--- src/rtl/snn_pkg.sv ---
// Shared definitions for the spiking-neuron blocks: FSM state encoding,
// adder-tree result width and a saturating clamp helper.
package snn_pkg;

    typedef enum logic [0:0] {
        INTEG  = 1'b0,
        REFRAC = 1'b1
    } state_t;

    // Width needed to hold the exact signed sum of n lanes of dw bits.
    function automatic int sum_w(input int dw, input int n);
        return dw + $clog2(n);
    endfunction

    localparam int SUM_W_DEF = sum_w(16, 4);

    // Clamp x into [lo, hi]; callers truncate the result to their own width.
    function automatic longint sat_clamp(input longint x, input longint lo, input longint hi);
        if (x < lo) return lo;
        if (x > hi) return hi;
        return x;
    endfunction

endpackage

--- src/rtl/lif_neuron_if.sv ---
// Control, synapse and status bundle of one LIF neuron.
interface lif_neuron_if #(
    parameter int DW    = 16,
    parameter int N_SYN = 4,
    parameter int CNT_W = 16
);
    logic                    en;
    logic [N_SYN*DW-1:0]     syn_in;
    logic signed [DW-1:0]    threshold;
    logic                    cnt_clr;
    logic                    spike_out;
    logic signed [DW-1:0]    v_mem;
    logic                    refrac_busy;
    logic [CNT_W-1:0]        spike_cnt;

    modport master (
        output en, syn_in, threshold, cnt_clr,
        input  spike_out, v_mem, refrac_busy, spike_cnt
    );

    modport slave (
        input  en, syn_in, threshold, cnt_clr,
        output spike_out, v_mem, refrac_busy, spike_cnt
    );
endinterface

--- src/rtl/syn_adder_tree.sv ---
// Combinational signed adder tree over N_SYN packed lanes, full-width result.
module syn_adder_tree
    import snn_pkg::*;
#(
    parameter int DW    = 16,
    parameter int N_SYN = 4,
    parameter int SW    = sum_w(DW, N_SYN)
) (
    input  logic [N_SYN*DW-1:0] lanes,
    output logic signed [SW-1:0] sum
);
    localparam int LVL = $clog2(N_SYN);
    localparam int NP  = 1 << LVL;

    logic signed [SW-1:0] node [NP];

    // Sign-extend the lanes (zero-pad to a power of two), then reduce pairwise.
    always_comb begin
        for (int j = 0; j < NP; j++) begin
            if (j < N_SYN) node[j] = SW'($signed(lanes[j*DW +: DW]));
            else           node[j] = '0;
        end
        for (int w = NP / 2; w >= 1; w = w / 2) begin
            for (int k = 0; k < w; k++) begin
                node[k] = node[2*k] + node[2*k+1];
            end
        end
        sum = node[0];
    end
endmodule

--- src/rtl/lif_neuron.sv ---
// Leaky integrate-and-fire neuron with refractory period and spike counter.
module lif_neuron
    import snn_pkg::*;
#(
    parameter int DW         = 16,
    parameter int N_SYN      = 4,
    parameter int LEAK_SHIFT = 4,
    parameter int REFRAC_CYC = 3,
    parameter int V_RESET    = 0,
    parameter int V_MIN      = 0,
    parameter int CNT_W      = 16
) (
    input logic         clk,
    input logic         rst,
    lif_neuron_if.slave bus
);
    localparam int SW  = sum_w(DW, N_SYN);
    localparam int AW  = SW + 1;
    localparam int RCW = $clog2(REFRAC_CYC + 2);
    localparam longint V_HI = (longint'(1) <<< (DW - 1)) - 1;
    localparam logic signed [DW-1:0] VRST = DW'(V_RESET);

    state_t               state;
    logic [RCW-1:0]       rcnt;
    logic                 spike_r;
    logic signed [DW-1:0] v_r;
    logic [CNT_W-1:0]     scnt;

    logic signed [SW-1:0] sum;
    logic signed [AW-1:0] v_ext;
    logic signed [AW-1:0] acc;
    logic signed [DW-1:0] v_next;
    logic                 fire;

    syn_adder_tree #(.DW(DW), .N_SYN(N_SYN), .SW(SW)) u_tree (
        .lanes (bus.syn_in),
        .sum   (sum)
    );

    // Leak + integrate at a width that cannot overflow, then clamp and test.
    always_comb begin
        v_ext  = AW'(v_r);
        acc    = v_ext - (v_ext >>> LEAK_SHIFT) + AW'(sum);
        v_next = DW'(sat_clamp(longint'(acc), longint'(V_MIN), V_HI));
        fire   = bus.en && (state == INTEG) && (v_next >= bus.threshold);
    end

    // Membrane / refractory FSM; spike_out is a single-cycle pulse.
    always_ff @(posedge clk or negedge rst) begin
        if (!rst) begin
            state   <= INTEG;
            rcnt    <= '0;
            spike_r <= 1'b0;
            v_r     <= VRST;
        end else begin
            spike_r <= 1'b0;
            if (bus.en) begin
                case (state)
                    INTEG: begin
                        if (fire) begin
                            spike_r <= 1'b1;
                            v_r     <= VRST;
                            if (REFRAC_CYC > 0) begin
                                rcnt  <= RCW'(REFRAC_CYC);
                                state <= REFRAC;
                            end
                        end else begin
                            v_r <= v_next;
                        end
                    end
                    REFRAC: begin
                        v_r  <= VRST;
                        rcnt <= rcnt - 1'b1;
                        if (rcnt == RCW'(1)) state <= INTEG;
                    end
                    default: state <= INTEG;
                endcase
            end
        end
    end

    // Saturating spike counter; clear wins over hold but not over a new spike.
    always_ff @(posedge clk or negedge rst) begin
        if (!rst) begin
            scnt <= '0;
        end else if (bus.cnt_clr) begin
            scnt <= fire ? CNT_W'(1) : '0;
        end else if (fire && (scnt != {CNT_W{1'b1}})) begin
            scnt <= scnt + 1'b1;
        end
    end

    assign bus.spike_out   = spike_r;
    assign bus.v_mem       = v_r;
    assign bus.refrac_busy = (state == REFRAC);
    assign bus.spike_cnt   = scnt;
endmodule

--- src/flat_wrapper.sv ---
// flat-port wrapper written by rule: the top's interface ports become plain ports
module lif_neuron_flat import snn_pkg::*;
#(
    parameter int DW         = 16,
    parameter int N_SYN      = 4,
    parameter int LEAK_SHIFT = 4,
    parameter int REFRAC_CYC = 3,
    parameter int V_RESET    = 0,
    parameter int V_MIN      = 0,
    parameter int CNT_W      = 16
)
  (clk, rst, bus_en, bus_syn_in, bus_threshold, bus_cnt_clr, bus_spike_out, bus_v_mem, bus_refrac_busy, bus_spike_cnt);
  lif_neuron_if #(.DW(DW), .N_SYN(N_SYN), .CNT_W(CNT_W)) bus_i ();
  input logic clk;
  input logic rst;
  input wire logic [$bits(bus_i.en)-1:0] bus_en;
  input wire logic [$bits(bus_i.syn_in)-1:0] bus_syn_in;
  input wire logic [$bits(bus_i.threshold)-1:0] bus_threshold;
  input wire logic [$bits(bus_i.cnt_clr)-1:0] bus_cnt_clr;
  output wire logic [$bits(bus_i.spike_out)-1:0] bus_spike_out;
  output wire logic [$bits(bus_i.v_mem)-1:0] bus_v_mem;
  output wire logic [$bits(bus_i.refrac_busy)-1:0] bus_refrac_busy;
  output wire logic [$bits(bus_i.spike_cnt)-1:0] bus_spike_cnt;
  assign bus_i.en = bus_en;
  assign bus_i.syn_in = bus_syn_in;
  assign bus_i.threshold = bus_threshold;
  assign bus_i.cnt_clr = bus_cnt_clr;
  assign bus_spike_out = bus_i.spike_out;
  assign bus_v_mem = bus_i.v_mem;
  assign bus_refrac_busy = bus_i.refrac_busy;
  assign bus_spike_cnt = bus_i.spike_cnt;
  lif_neuron #(.DW(DW), .N_SYN(N_SYN), .LEAK_SHIFT(LEAK_SHIFT), .REFRAC_CYC(REFRAC_CYC), .V_RESET(V_RESET), .V_MIN(V_MIN), .CNT_W(CNT_W)) u_core (.clk(clk), .rst(rst), .bus(bus_i));
endmodule
--- config.mk ---
export PLATFORM = sky130hd
export DESIGN_NAME = lif_neuron_flat
export DESIGN_NICKNAME = d
export VERILOG_FILES = /design/src/rtl/snn_pkg.sv /design/src/rtl/lif_neuron_if.sv /design/src/rtl/syn_adder_tree.sv /design/src/rtl/lif_neuron.sv /design/src/flat_wrapper.sv
export SDC_FILE = /design/constraint.sdc
export NUM_CORES = 1
export LEC_CHECK = 0
export CAP_MARGIN = 20
export CORE_ASPECT_RATIO = 1.4
export CORE_MARGIN = 2
export CORE_UTILIZATION = 39
export DETAILED_ROUTE_END_ITERATION = 8
export PLACE_DENSITY = 0.74
export SYNTH_ARGS = -nofsm -noshare
export SYNTH_HDL_FRONTEND = slang
export SYNTH_HIERARCHICAL = 1
export SYNTH_SLANG_ARGS = --single-unit
--- constraint.sdc ---
create_clock -name clk -period 5 [get_ports clk]
set_input_delay 1.25 -clock clk [delete_from_list [all_inputs] [get_ports clk]]
set_output_delay 1.25 -clock clk [all_outputs]
set_load 0.1 [all_outputs]
==> impl_metrics.json, run 1 <==
{
  "syn_area_um2": 5707,
  "fin_crit_sh_pct": 168.9,
  "tritoncts": "done",
  "syn_area_per_cell_um2": 8.259,
  "use_met3_pct": 2.351,
  "clk_pin_slew_ns": 0.06,
  "max_stage_delay_ns": 0.55,
  "startpoint_type": "primary input",
  "first_pass_iters": 5,
  "clock_sinks": 37,
  "numCtsBuffers": 5,
  "arrival_ns": 8.63,
  "final_cell_mix": "buf_4 (157), inv_1 (141), clkdlybuf4s50_1 (81), fa_1 (41), a21oi_1 (39)",
  "final_area_um2": 9373,
  "min_period_ns": 8.446,
  "rsz0062_at_grt": "yes",
  "critPathRequiredTime_ns": 5.18,
  "die_x_um": 106.2,
  "core_area_um2": 14380,
  "final_common_cell": "buf_4",
  "drive_gt1_share_pct": 35.97,
  "vias_per_cell": 5.272,
  "clk_latency_ns": 0.28,
  "gp_congestion": 0.9323,
  "yosysWarnings": 6,
  "worstPathMaxFanout": 6,
  "clockRootBuffer": "clkbuf_16",
  "via_count": 6126,
  "async_flop_share_pct": 100.0,
  "syn_inst": 691,
  "yosysUniqueCellTypes": 67,
  "nFillCells": 1059,
  "io_pins": 118,
  "portBuffers": 117,
  "grt_pass1_wl_um": 27970,
  "synth-edff-count": 0,
  "hold_viol": 0,
  "antenna_found_initial": 0,
  "grt_max_degree": 38,
  "hold_class": "flop to flop",
  "fmax_ghz": 0.1184,
  "syn_to_final_growth_pct": 64.24,
  "ant_nets": 0,
  "postLayoutCoreUtil_pct": 65.18,
  "cts.htree.levels": 2,
  "detail_route.wl_per_cell_um": 15.29,
  "drt_iter0_drc": 358,
  "maxSlewViolCount": 0,
  "start_util_pct": 39.69,
  "worst_slew_pin_slew_ns": 1.000,
  "place_worst_setup_slack_ns": -3.929,
  "routed_wl_um": 17770,
  "setup_viol": 36,
  "setup.worst_path.class": "primary input to flop",
  "finalWorstSetupSlack_ns": -3.446,
  "dpl_cell_area_um2": 8264,
  "crit_path_end_kind": "flop",
  "cp_slowest_cell": "fa_1",
  "synth-seq-area-share_pct": 16.22,
  "violations": "negative setup slack",
  "max-slew-margin-rel_pct": 33.13,
  "rows": 52,
  "grt_pass1_vias": 6452,
  "drv_cap": 0,
  "post-dp-hpwl_um": 12260,
  "syn_nets": 878,
  "layout.nets": 1159,
  "use_met1_pct": 21.86,
  "grt_overflow": 0,
  "ys.flop_type": "dfrtp_1",
  "grt_util_all_layers_pct": 21.78,
  "diodes": 0,
  "use_met2_pct": 43.37,
  "clockBufferDepth": 2,
  "ys_ff_latch": 37,
  "chipHeight_um": 147.1,
  "fin_skew_ns": 0.002641,
  "drcViolationCount": 0,
  "die_area_um2": 15630,
  "grt_busiest_layer": "met2",
  "status": "finished, violations left"
}
repair_timing:
action | in CTS | in global routing
gates resized for setup | 141 | 90
gates cloned | 4 | 0
pin swaps | 55 | 32
setup endpoints to repair | 36 | 36
buffers inserted | 24 | 10
hold buffers | 0 | 0
cell usage after synthesis (3+ instances only):
master    number  share of area, %
or2_2          4              0.44
a211oi_1       5              0.66
o211ai_1       5              0.66
nand3_1       21               1.8
nor4_4         9               3.4
nand2_1       29               1.9
o21a_1         7              0.92
o21ai_0       17               1.5
dfrtp_1       37                16
and2_1         4              0.44
buf_2          5              0.44
nor2_1        38               2.5
clkbuf_1       9              0.59
nor2b_1        7              0.77
xor2_1         8               1.2
or4_1         10               1.3
nand4_1        6              0.66
o21ai_1        3              0.26
nor4_1         7              0.77
mux2i_1        4              0.70
ha_1          55                12
or3_1          7              0.77
nor3_1         9              0.79
a211o_1        3              0.46
a21o_1        12               1.6
and3_1         8              0.88
fa_1          48                17
nand2b_1       7              0.77
inv_1        171                11
mux2_2         3              0.59
a21oi_1       52               4.6
o22ai_1       16               1.8
o31ai_1        6              0.79
a21boi_1       3              0.39
xnor2_1       13               2.0
a31oi_1        4              0.44
worst max-delay path, delay by kind of cell:
| kind | cells | cell delay [ns] |
|---|---|---|
| buffers and inverters | 7 | 0.84 |
| AO/OA/AOI/OAI | 7 | 1.63 |
| AND/OR/NAND/NOR | 8 | 1.73 |
| adder cells (fa/ha/maj) | 7 | 2.76 |
| multiplexers | 2 | 0.41 |
logic make-up (layout without fill, tap and decap cells):
logic type                 after synthesis  after routing  share of synthesized area (%)
AOI/OAI and AO/OA                      159            159                          18.70
xor gates and xnor gates                21             21                          3.223
adders and majority gates              103            103                          28.90
buffers and inverters                  189            469                          13.16
DFF                                     37             37                          16.22
muxes                                    7              9                          1.294
other                                    1              1                        0.06571
and+or+nand+nor                        174            174                          18.44
sequential cells by signal (all words and copies together) (netlist names):
register                cells
u_core/bus.spike_cnt       16
u_core/bus.v_mem           16
u_core/rcnt                 3
u_core/bus.refrac_busy      1
u_core/bus.spike_out        1
routing by layer:
layer	up-vias	wire [um]
li1	2891	-
met1	2957	6285
met2	209	9942
met3	69	724
met4	0	820
met5	-	0
worst paths after layout:
kind | startpoint | to | slack, ns | cells after the start
worst max-delay path | bus_syn_in[33] | u_core/bus.spike_cnt[15]$_DFFE_PN0P_ | -3.45 | 31
worst max register to register | u_core/bus.v_mem[1]$_DFFE_PN0P_ | u_core/bus.spike_cnt[15]$_DFFE_PN0P_ | -0.78 | 21
max in group asynchronous | rst | u_core/bus.spike_cnt[0]$_DFFE_PN0P_ | 3.24 | 2
worst min register to register | u_core/rcnt[1]$_DFFE_PN0P_ | u_core/rcnt[1]$_DFFE_PN0P_ | 0.50 | 1
worst min-delay path | u_core/rcnt[1]$_DFFE_PN0P_ | u_core/rcnt[1]$_DFFE_PN0P_ | 0.50 | 1
min in group asynchronous | rst | u_core/rcnt[2]$_DFFE_PN0P_ | 1.41 | 2
through the flow:
stage                     cells  hold WS, ns  setup TNS [ns]
final                      1162       0.4953         -119.09
after floorplan             691       0.4638         -106.77
after CTS                  1155       0.4973         -111.91
after global placement     1119       0.4736         -132.90
after detailed placement   1119       0.4846         -138.00
after global routing       1162       0.5178         -126.92
cell type report:
| class | count | area (um2) | share of cell area [%] |
|---|---|---|---|
| clock buffers | 6 | 128.9 | 1.375 |
| clock inverters | 2 | 10.01 | 0.1068 |
| inverters | 171 | 644.4 | 6.875 |
| multi-input cells | 467 | 4888 | 52.16 |
| flip-flops and latches | 37 | 925.9 | 9.879 |
| well taps | 189 | 236.5 | 2.523 |
| repair buffers | 290 | 2539 | 27.09 |
Power of run 1 is not shown: default switching activity piles up to over one toggle a cycle in this logic, so the estimate is an artifact.
==> run 2: changes to the inputs <==
CORE_UTILIZATION = 41   (was 39)
PLACE_DENSITY = 0.77   (was 0.74)
==> run 2 against run 1 <==
  * The flow still finishes with violations (negative setup slack)
  * Critical endpoint is now u_core/bus.v_mem[10]$_DFFE_PN0P_
  * Die area shrank 4.7%
  * Worst setup slack lost 0.26 ns
  * Via count increased by 4.9%
  * Highest routed layer unchanged
  * Register-to-register slack got worse by 0.18 ns
  * Count of clock-buffer cells in the layout unchanged
  * Design area shrank 0.12%
  * Flip-flop and latch count did not move
  * First-iteration DRC count grew 28%
  * Critical path depth rose by 1
==> impl_metrics.json, run 2 (synthesis gave the netlist of run 1 again) <==
{
  "drv_cap": 0,
  "grt_util_all_layers_pct": 22.84,
  "violations": "negative setup slack",
  "grt_pass1_vias": 6344,
  "status": "finished, violations left",
  "drt_iter0_drc": 459,
  "min_period_ns": 8.702,
  "worst_slew_pin_slew_ns": 1.008,
  "clockBufferDepth": 2,
  "chipHeight_um": 143.6,
  "holdBufCountCts": 0,
  "hold_viol": 0,
  "drive_gt1_share_pct": 36.51,
  "maxSlewViolCount": 0,
  "dp.cells": 1112,
  "cp_slowest_cell": "fa_1",
  "place_worst_setup_slack_ns": -4.002,
  "core_area_um2": 13780,
  "hold_class": "flop to flop",
  "clock_sinks": 37,
  "setup.worst_path.class": "primary input to flop",
  "postLayoutCoreUtil_pct": 67.92,
  "grt_pass1_wl_um": 27860,
  "grt_busiest_layer": "met2",
  "max_stage_delay_ns": 0.55,
  "ant_nets": 0,
  "use_met3_pct": 2.585,
  "syn_to_final_growth_pct": 64.04,
  "holdPathEnd": "u_core/rcnt[1]$_DFFE_PN0P_",
  "critPathRequiredTime_ns": 5.16,
  "first_pass_iters": 5,
  "max-slew-margin-rel_pct": 32.60,
  "setup_viol": 36,
  "use_met1_pct": 21.49,
  "final_common_cell": "buf_4",
  "r2r_slack_ns": -0.96,
  "use_met2_pct": 47.02,
  "gp_congestion": 0.9518,
  "clockRootBuffer": "clkbuf_16",
  "startpoint_type": "primary input",
  "rows": 51,
  "final_area_um2": 9361,
  "dpl_cell_area_um2": 8237,
  "via_count": 6424,
  "crit_path_end_kind": "flop",
  "clk_pin_slew_ns": 0.06,
  "antenna_found_initial": 0,
  "detail_route.wl_per_cell_um": 16.99,
  "fin_cells": 1160,
  "hold-path-cell-count": 1,
  "die_area_um2": 14890,
  "portBuffers": 117,
  "tritoncts": "done",
  "rr_startpoint": "u_core/bus.v_mem[5]$_DFFE_PN0P_",
  "fin_crit_sh_pct": 174.0,
  "grt_max_degree": 38,
  "final_cell_mix": "buf_4 (162), inv_1 (142), clkdlybuf4s50_1 (81), fa_1 (42)",
  "routed_wl_um": 19710,
  "worstPathMaxFanout": 7,
  "min_from": "u_core/rcnt[1]$_DFFE_PN0P_",
  "grt_overflow": 0,
  "layout.nets": 1161,
  "post-dp-hpwl_um": 12740,
  "numCtsBuffers": 5,
  "fmax_ghz": 0.1149,
  "rsz0062_at_grt": "yes",
  "die_x_um": 103.7,
  "vias_per_cell": 5.538,
  "start_util_pct": 41.40,
  "r2r-end": "u_core/bus.v_mem[10]$_DFFE_PN0P_",
  "cts.htree.levels": 2,
  "clk_latency_ns": 0.28,
  "drcViolationCount": 0,
  "finalWorstSetupSlack_ns": -3.702,
  "io_pins": 118,
  "fin_skew_ns": 0.007711,
  "reg2reg_depth": 23,
  "arrival_ns": 8.86,
  "diodes": 0
}
## run 2: final cells by class
cell class | count | area, um2
inverter | 171 | 641.9
sequential | 37 | 925.9
tap | 185 | 231.5
multi-input combinational | 467 | 4841
clock buffer | 6 | 138.9
fill | 969 | 4422
timing repair buffer | 292 | 2545
clock inverter | 2 | 37.54
## run 2: worst max-delay path by stage
stage | start | end | slack (ns) | cells after the start
6_report | bus_syn_in[33] | u_core/bus.v_mem[10]$_DFFE_PN0P_ | -3.70 | 32
5_1_grt | bus_syn_in[25] | u_core/bus.v_mem[10]$_DFFE_PN0P_ | -3.96 | 36
4_1_cts | bus_syn_in[33] | u_core/bus.spike_cnt[9]$_DFFE_PN0P_ | -3.27 | 29
3_5_place_dp | bus_syn_in[33] | u_core/bus.spike_cnt[9]$_DFFE_PN0P_ | -4.00 | 29
3_3_place_gp | bus_syn_in[4] | u_core/bus.spike_cnt[11]$_DFFE_PN0P_ | -3.74 | 30
2_1_floorplan | bus_syn_in[33] | u_core/bus.spike_cnt[3]$_DFFE_PN0P_ | -3.07 | 30
## run 2: what timing repair did
item | CTS | global route
pin swaps | 67 | 70
setup buffers | 18 | 18
cloned | 3 | 2
resized for setup | 126 | 94
endpoints found under the setup margin | 36 | 36
## run 2: metrics by stage
stage / TNS, ns / hold slack [ns]
2_1_floorplan: -106.77 / 0.4638
3_3_place_gp: -131.45 / 0.4726
3_5_place_dp: -140.00 / 0.4998
4_1_cts: -113.29 / 0.5133
5_1_grt: -133.27 / 0.5282
6_report: -124.84 / 0.5079
## run 2: critical path, delay by kind of cell
| family | cells | cell delay (ns) |
|---|---|---|
| adders and majority gates | 7 | 2.69 |
| and+or+nand+nor | 8 | 2.08 |
| AOI/OAI and AO/OA | 7 | 1.38 |
| buffers and inverters | 8 | 1.09 |
| muxes | 2 | 0.38 |
## run 2: metal layers
layer	up-vias	part of all wire [%]
met5	-	0
met1	3121	34
met4	0	6.5
met3	105	5.0
met2	313	55
li1	2885	-
Power of run 2 is left out for the same reason.
